--- src/rtl/uart_rx.sv ---
// 8N1 serial receiver: 2-flop synchroniser, mid-bit sampling FSM and a small
// byte FIFO read through a valid/ack handshake, with sticky error flags.
module uart_rx #(
  parameter int unsigned CLKS_PER_BIT = 434,
  parameter int unsigned FIFO_AW      = 2
) (
  input  logic               clk50M,
  input  logic               rst,
  input  logic               com_RxD,
  output logic [7:0]         rx_data,
  output logic               rx_valid,
  input  logic               rx_ack,
  output logic [FIFO_AW:0]   rx_count,
  output logic               frame_err,
  output logic               overrun,
  input  logic               err_clr,
  output logic               busy
);

  localparam int unsigned CNT_W = $clog2(CLKS_PER_BIT);
  localparam int unsigned DEPTH = 1 << FIFO_AW;
  localparam logic [CNT_W-1:0] BIT_LAST  = CNT_W'(CLKS_PER_BIT - 1);
  localparam logic [CNT_W-1:0] HALF_LAST = CNT_W'(CLKS_PER_BIT / 2 - 1);

  typedef enum logic [2:0] {
    S_IDLE,
    S_START,
    S_DATA,
    S_STOP,
    S_BREAK
  } state_e;

  logic             sync1_q;
  logic             rxs_q;
  state_e           state_q, state_d;
  logic [CNT_W-1:0] cnt_q, cnt_d;
  logic [2:0]       idx_q, idx_d;
  logic [7:0]       shreg_q, shreg_d;
  logic             push_req;
  logic             ferr_set;

  logic [7:0]       mem_q [DEPTH];
  logic [FIFO_AW:0] wr_ptr_q, wr_ptr_d;
  logic [FIFO_AW:0] rd_ptr_q, rd_ptr_d;
  logic             frame_err_q, frame_err_d;
  logic             overrun_q, overrun_d;
  logic             fifo_full;
  logic             fifo_empty;
  logic             pop;
  logic             push;
  logic             ovr_set;

  // Line idles high, so the synchroniser resets to 1 to avoid a false start.
  always_ff @(posedge clk50M) begin
    if (rst) begin
      sync1_q <= 1'b1;
      rxs_q   <= 1'b1;
    end else begin
      sync1_q <= com_RxD;
      rxs_q   <= sync1_q;
    end
  end

  always_ff @(posedge clk50M) begin
    if (rst) begin
      state_q <= S_IDLE;
      cnt_q   <= '0;
      idx_q   <= '0;
      shreg_q <= '0;
    end else begin
      state_q <= state_d;
      cnt_q   <= cnt_d;
      idx_q   <= idx_d;
      shreg_q <= shreg_d;
    end
  end

  always_comb begin
    state_d  = state_q;
    cnt_d    = cnt_q;
    idx_d    = idx_q;
    shreg_d  = shreg_q;
    push_req = 1'b0;
    ferr_set = 1'b0;
    unique case (state_q)
      S_IDLE: begin
        if (!rxs_q) begin
          cnt_d   = '0;
          state_d = S_START;
        end
      end
      S_START: begin
        if (cnt_q == HALF_LAST) begin
          if (rxs_q) begin
            state_d = S_IDLE;
          end else begin
            cnt_d   = '0;
            idx_d   = '0;
            state_d = S_DATA;
          end
        end else begin
          cnt_d = cnt_q + CNT_W'(1);
        end
      end
      S_DATA: begin
        if (cnt_q == BIT_LAST) begin
          cnt_d   = '0;
          shreg_d = {rxs_q, shreg_q[7:1]};
          idx_d   = idx_q + 3'd1;
          if (idx_q == 3'd7) begin
            state_d = S_STOP;
          end
        end else begin
          cnt_d = cnt_q + CNT_W'(1);
        end
      end
      S_STOP: begin
        if (cnt_q == BIT_LAST) begin
          cnt_d = '0;
          if (rxs_q) begin
            push_req = 1'b1;
            state_d  = S_IDLE;
          end else begin
            ferr_set = 1'b1;
            state_d  = S_BREAK;
          end
        end else begin
          cnt_d = cnt_q + CNT_W'(1);
        end
      end
      S_BREAK: begin
        if (rxs_q) begin
          state_d = S_IDLE;
        end
      end
      default: begin
        state_d = S_IDLE;
      end
    endcase
  end

  // A pop in the same cycle frees the slot, so a full FIFO still accepts.
  assign fifo_empty = (wr_ptr_q == rd_ptr_q);
  assign fifo_full  = (wr_ptr_q[FIFO_AW] != rd_ptr_q[FIFO_AW]) &&
                      (wr_ptr_q[FIFO_AW-1:0] == rd_ptr_q[FIFO_AW-1:0]);
  assign pop        = rx_ack && !fifo_empty;
  assign push       = push_req && (!fifo_full || pop);
  assign ovr_set    = push_req && fifo_full && !pop;

  always_comb begin
    wr_ptr_d    = wr_ptr_q + {{FIFO_AW{1'b0}}, push};
    rd_ptr_d    = rd_ptr_q + {{FIFO_AW{1'b0}}, pop};
    frame_err_d = ferr_set | (frame_err_q & ~err_clr);
    overrun_d   = ovr_set | (overrun_q & ~err_clr);
  end

  always_ff @(posedge clk50M) begin
    if (rst) begin
      wr_ptr_q    <= '0;
      rd_ptr_q    <= '0;
      frame_err_q <= 1'b0;
      overrun_q   <= 1'b0;
    end else begin
      wr_ptr_q    <= wr_ptr_d;
      rd_ptr_q    <= rd_ptr_d;
      frame_err_q <= frame_err_d;
      overrun_q   <= overrun_d;
    end
  end

  always_ff @(posedge clk50M) begin
    if (rst) begin
      for (int unsigned i = 0; i < DEPTH; i++) begin
        mem_q[i] <= '0;
      end
    end else if (push) begin
      mem_q[wr_ptr_q[FIFO_AW-1:0]] <= shreg_q;
    end
  end

  assign rx_data   = mem_q[rd_ptr_q[FIFO_AW-1:0]];
  assign rx_valid  = !fifo_empty;
  assign rx_count  = wr_ptr_q - rd_ptr_q;
  assign frame_err = frame_err_q;
  assign overrun   = overrun_q;
  assign busy      = (state_q != S_IDLE);

endmodule
--- config.mk ---
export PLATFORM = sky130hd
export DESIGN_NAME = uart_rx
export DESIGN_NICKNAME = d
export VERILOG_FILES = /design/src/rtl/uart_rx.sv
export SDC_FILE = /design/constraint.sdc
export NUM_CORES = 1
export LEC_CHECK = 0
export BUFFER_PORTS_ARGS = -buffer_cell sky130_fd_sc_hd__buf_2
export CORE_MARGIN = 8
export CORE_UTILIZATION = 54
export CTS_CLUSTER_SIZE = 8
export DETAILED_ROUTE_END_ITERATION = 16
export PLACE_DENSITY = 0.75
export SLEW_MARGIN = 30
export SYNTH_ARGS = -nofsm -noshare
export SYNTH_HDL_FRONTEND = slang
export SYNTH_SLANG_ARGS = --single-unit
--- constraint.sdc ---
create_clock -name clk50M -period 2.38 [get_ports clk50M]
set_input_delay 0 -clock clk50M [delete_from_list [all_inputs] [get_ports clk50M]]
set_output_delay 0 -clock clk50M [all_outputs]
set_load 0.005 [all_outputs]
==> impl_metrics.env <==
export IMPL_clk_latency_ns=0.35
export IMPL_first_global_vias=2147
export IMPL_worst_hold_path_endpoint="rd_ptr_q[0]"
export IMPL_final_layout_size_suffix_gt1_share_pct=21.4
export IMPL_cts_buffers=9
export IMPL_fin_nets=325
export IMPL_fp_dieH_um=91.7
export IMPL_cts_resized=0
export IMPL_clock_path_buffers=2
export IMPL_use_met1_pct=18.7
export IMPL_power_density_nw_per_um2=618
export IMPL_reg2reg_depth=7
export IMPL_gp_congestion=0.888
export IMPL_place_ws_ns=0.221
export IMPL_cts_htree_levels=3
export IMPL_rsz0062_at_grt="false"
export IMPL_clkSinkCount=65
export IMPL_seqCellArea_um2=1620
export IMPL_cts_tree="done"
export IMPL_tightest_slew_ns=0.677
export IMPL_overflow=0
export IMPL_grtUsageMet3_pct=3.50
export IMPL_wirelength_um=6040
export IMPL_synth_seq_cells=65
export IMPL_drt_iter0_markers=138
export IMPL_finalHoldViolCount=0
export IMPL_dr_pass1_iters=4
export IMPL_final_max_slew_viol_count=0
export IMPL_syn_inst=281
export IMPL_worstSetupEndpointType="register"
export IMPL_vias=2155
export IMPL_timing_setup_tns_ns=0
export IMPL_syn_area_per_cell_um2=11.0
export IMPL_clk_pin_slew_worst_paths_ns=0.08
export IMPL_num_antenna_cells=0
export IMPL_yosys_cell_types_count=54
export IMPL_finalClockSkew_ns=0.00890
export IMPL_dieArea_um2=8400
export IMPL_status="completed"
export IMPL_setup_slack_ns=0.233
export IMPL_route_detailed_drc=0
export IMPL_n_fill_cell=447
export IMPL_critical_path_max_fanout=9
export IMPL_leakage_nw=1.23
export IMPL_syn_num_nets=298
export IMPL_rows=27
export IMPL_synth_seq_area_share_pct=52.5
export IMPL_dieWidth_um=91.7
export IMPL_synth_flop_cell="dfxtp_1"
export IMPL_port_buffers=19
export IMPL_ir_drop_mv=0.402
export IMPL_synthArstFlopShare_pct=0
export IMPL_initial_core_util_pct=56.1
export IMPL_hold_class="in -> reg"
export IMPL_syn_area_um2=3090
export IMPL_grt_max_degree=29
export IMPL_cts_setup_buffers=0
export IMPL_reg2reg_from="wr_ptr_q[0]"
export IMPL_min_from="rx_ack"
export IMPL_final_cell_mix="nor2_1, dfxtp_1, edfxtp_1"
export IMPL_max_cap_violations=0
export IMPL_worstPathRequired_ns=2.39
export IMPL_reg2reg_slack_ns=0.23
export IMPL_core_um2=5510
export IMPL_area_growth_pct=12.1
export IMPL_min_period_over_period_pct=90.2
export IMPL_grt_usage_pct=15.4
export IMPL_ios=20
export IMPL_min_period_ns=2.15
export IMPL_multi_input_area_um2=1350
export IMPL_fin_hold_ws_ns=0.101
export IMPL_synth_edf_count=32
export IMPL_busiest_layer="met2"
export IMPL_slew_headroom_pct=54.8
export IMPL_wire_per_inst_um=15.7
export IMPL_yosysWarnings=0
export IMPL_clockRootBuffer="clkbuf_8"
export IMPL_worstSetupPathType="reg -> reg"
export IMPL_antenna_found_initial=0
export IMPL_layout_commonest_cell="nor2_1"
export IMPL_detailed_place_hpwl_um=4290
export IMPL_fin_util_pct=62.9
export IMPL_use_met2_pct=24.6
export IMPL_cp_start_kind="register"
export IMPL_setup_viol=0
export IMPL_rr_endpoint="mem_q[1][0]"
export IMPL_holdPathStages=4
export IMPL_ant_nets=0
export IMPL_vias_per_cell=5.60
export IMPL_grt_pass1_wl_um=10300
export IMPL_max_freq_ghz=0.466
export IMPL_cp_arrival_ns=2.16
-- synth_stat cells (5+ instances only) --
master / instances / area (um^2)
nor2_1: 57 / 214
dfxtp_1: 33 / 661
edfxtp_1: 32 / 961
nand2_1: 17 / 63.8
inv_1: 12 / 45.0
ha_1: 11 / 138
mux2i_1: 9 / 90.1
a21oi_1: 8 / 40.0
clkbuf_1: 8 / 30.0
mux4_2: 8 / 180
nor2b_1: 7 / 43.8
nand3_1: 6 / 30.0
a31oi_1: 5 / 31.3
-- cell families after synthesis --
group                    after synthesis  share of synthesized area, %
AO/OA/AOI/OAI                         36                          8.14
XOR/XNOR                               5                          1.42
adder cells (fa/ha/maj)               12                          5.10
buffers and inverters                 27                          4.05
flip-flops                            65                          52.5
multiplexers                          17                          8.74
AND/OR/NAND/NOR                      119                          20.1
-- how the worst max path moves through the flow --
stage                     start           to  slack (ns)  cells after the start
CTS                 wr_ptr_q[0]  mem_q[0][7]        0.22                      7
global placement    wr_ptr_q[0]  mem_q[0][1]        0.34                      7
detailed placement  wr_ptr_q[0]  mem_q[0][1]        0.22                      7
global route        wr_ptr_q[0]  mem_q[1][1]        0.06                      7
floorplan           rd_ptr_q[1]  wr_ptr_q[1]        0.03                      9
finish              wr_ptr_q[0]  mem_q[1][0]        0.23                      7
-- layout make-up --
type | instances | share of cell area, %
Clock buffer | 9 | 3.57
Clock inverter | 7 | 1.34
Inverter | 12 | 1.30
Multi-Input combinational cell | 189 | 38.9
Sequential cell | 65 | 46.8
Tap cell | 72 | 2.60
Timing Repair Buffer | 31 | 5.49
-- per-stage QoR --
stage	cell area [um^2]	cells	total power, W
2_1_floorplan	3100	281	0.00131
3_3_place_gp	3280	367	0.00134
3_5_place_dp	3280	367	0.00135
4_1_cts	3470	385	0.00216
5_1_grt	3470	385	0.00222
6_report	3470	385	0.00214
-- registers in the layout, indices dropped and copies added, names as in the netlist --
register / flops
sync1_q: 1
state_q: 3
frame_err: 1
rxs_q: 1
shreg_q: 8
wr_ptr_q: 3
idx_q: 3
cnt_q: 9
rd_ptr_q: 3
overrun: 1
mem_q: 32
-- power by group --
group	internal [W]	leakage (nW)	switching (W)
sequential	0.00120	0.570	0.0000171
clock	0.000375	0.0847	0.000444
combinational	0.0000453	0.572	0.0000586
total	0.00162	1.23	0.000519
-- critical path: stages (launching register included) --
cell and delay [ns]:
dfxtp_1 0.37, inv_1 0.12, ha_1 0.35, nand3b_1 0.14, o2111ai_2 0.12, inv_1 0.18, nand3_2 0.20, nand2_1 0.33
-- metal layers --
layer / share of wire, % / wire length (um)
met1: 46 / 2760
met2: 49 / 2930
met3: 3.7 / 225
met4: 2.1 / 124
met5: 0 / 0
-- what timing repair did --
action | 4_1_cts | 5_1_grt
hold buffers | 2 | 0
endpoints found under the hold margin | 2 | 0
endpoints found under the setup margin | 0 | 0
No activity file was read; power rests on OpenSTA's default activity.
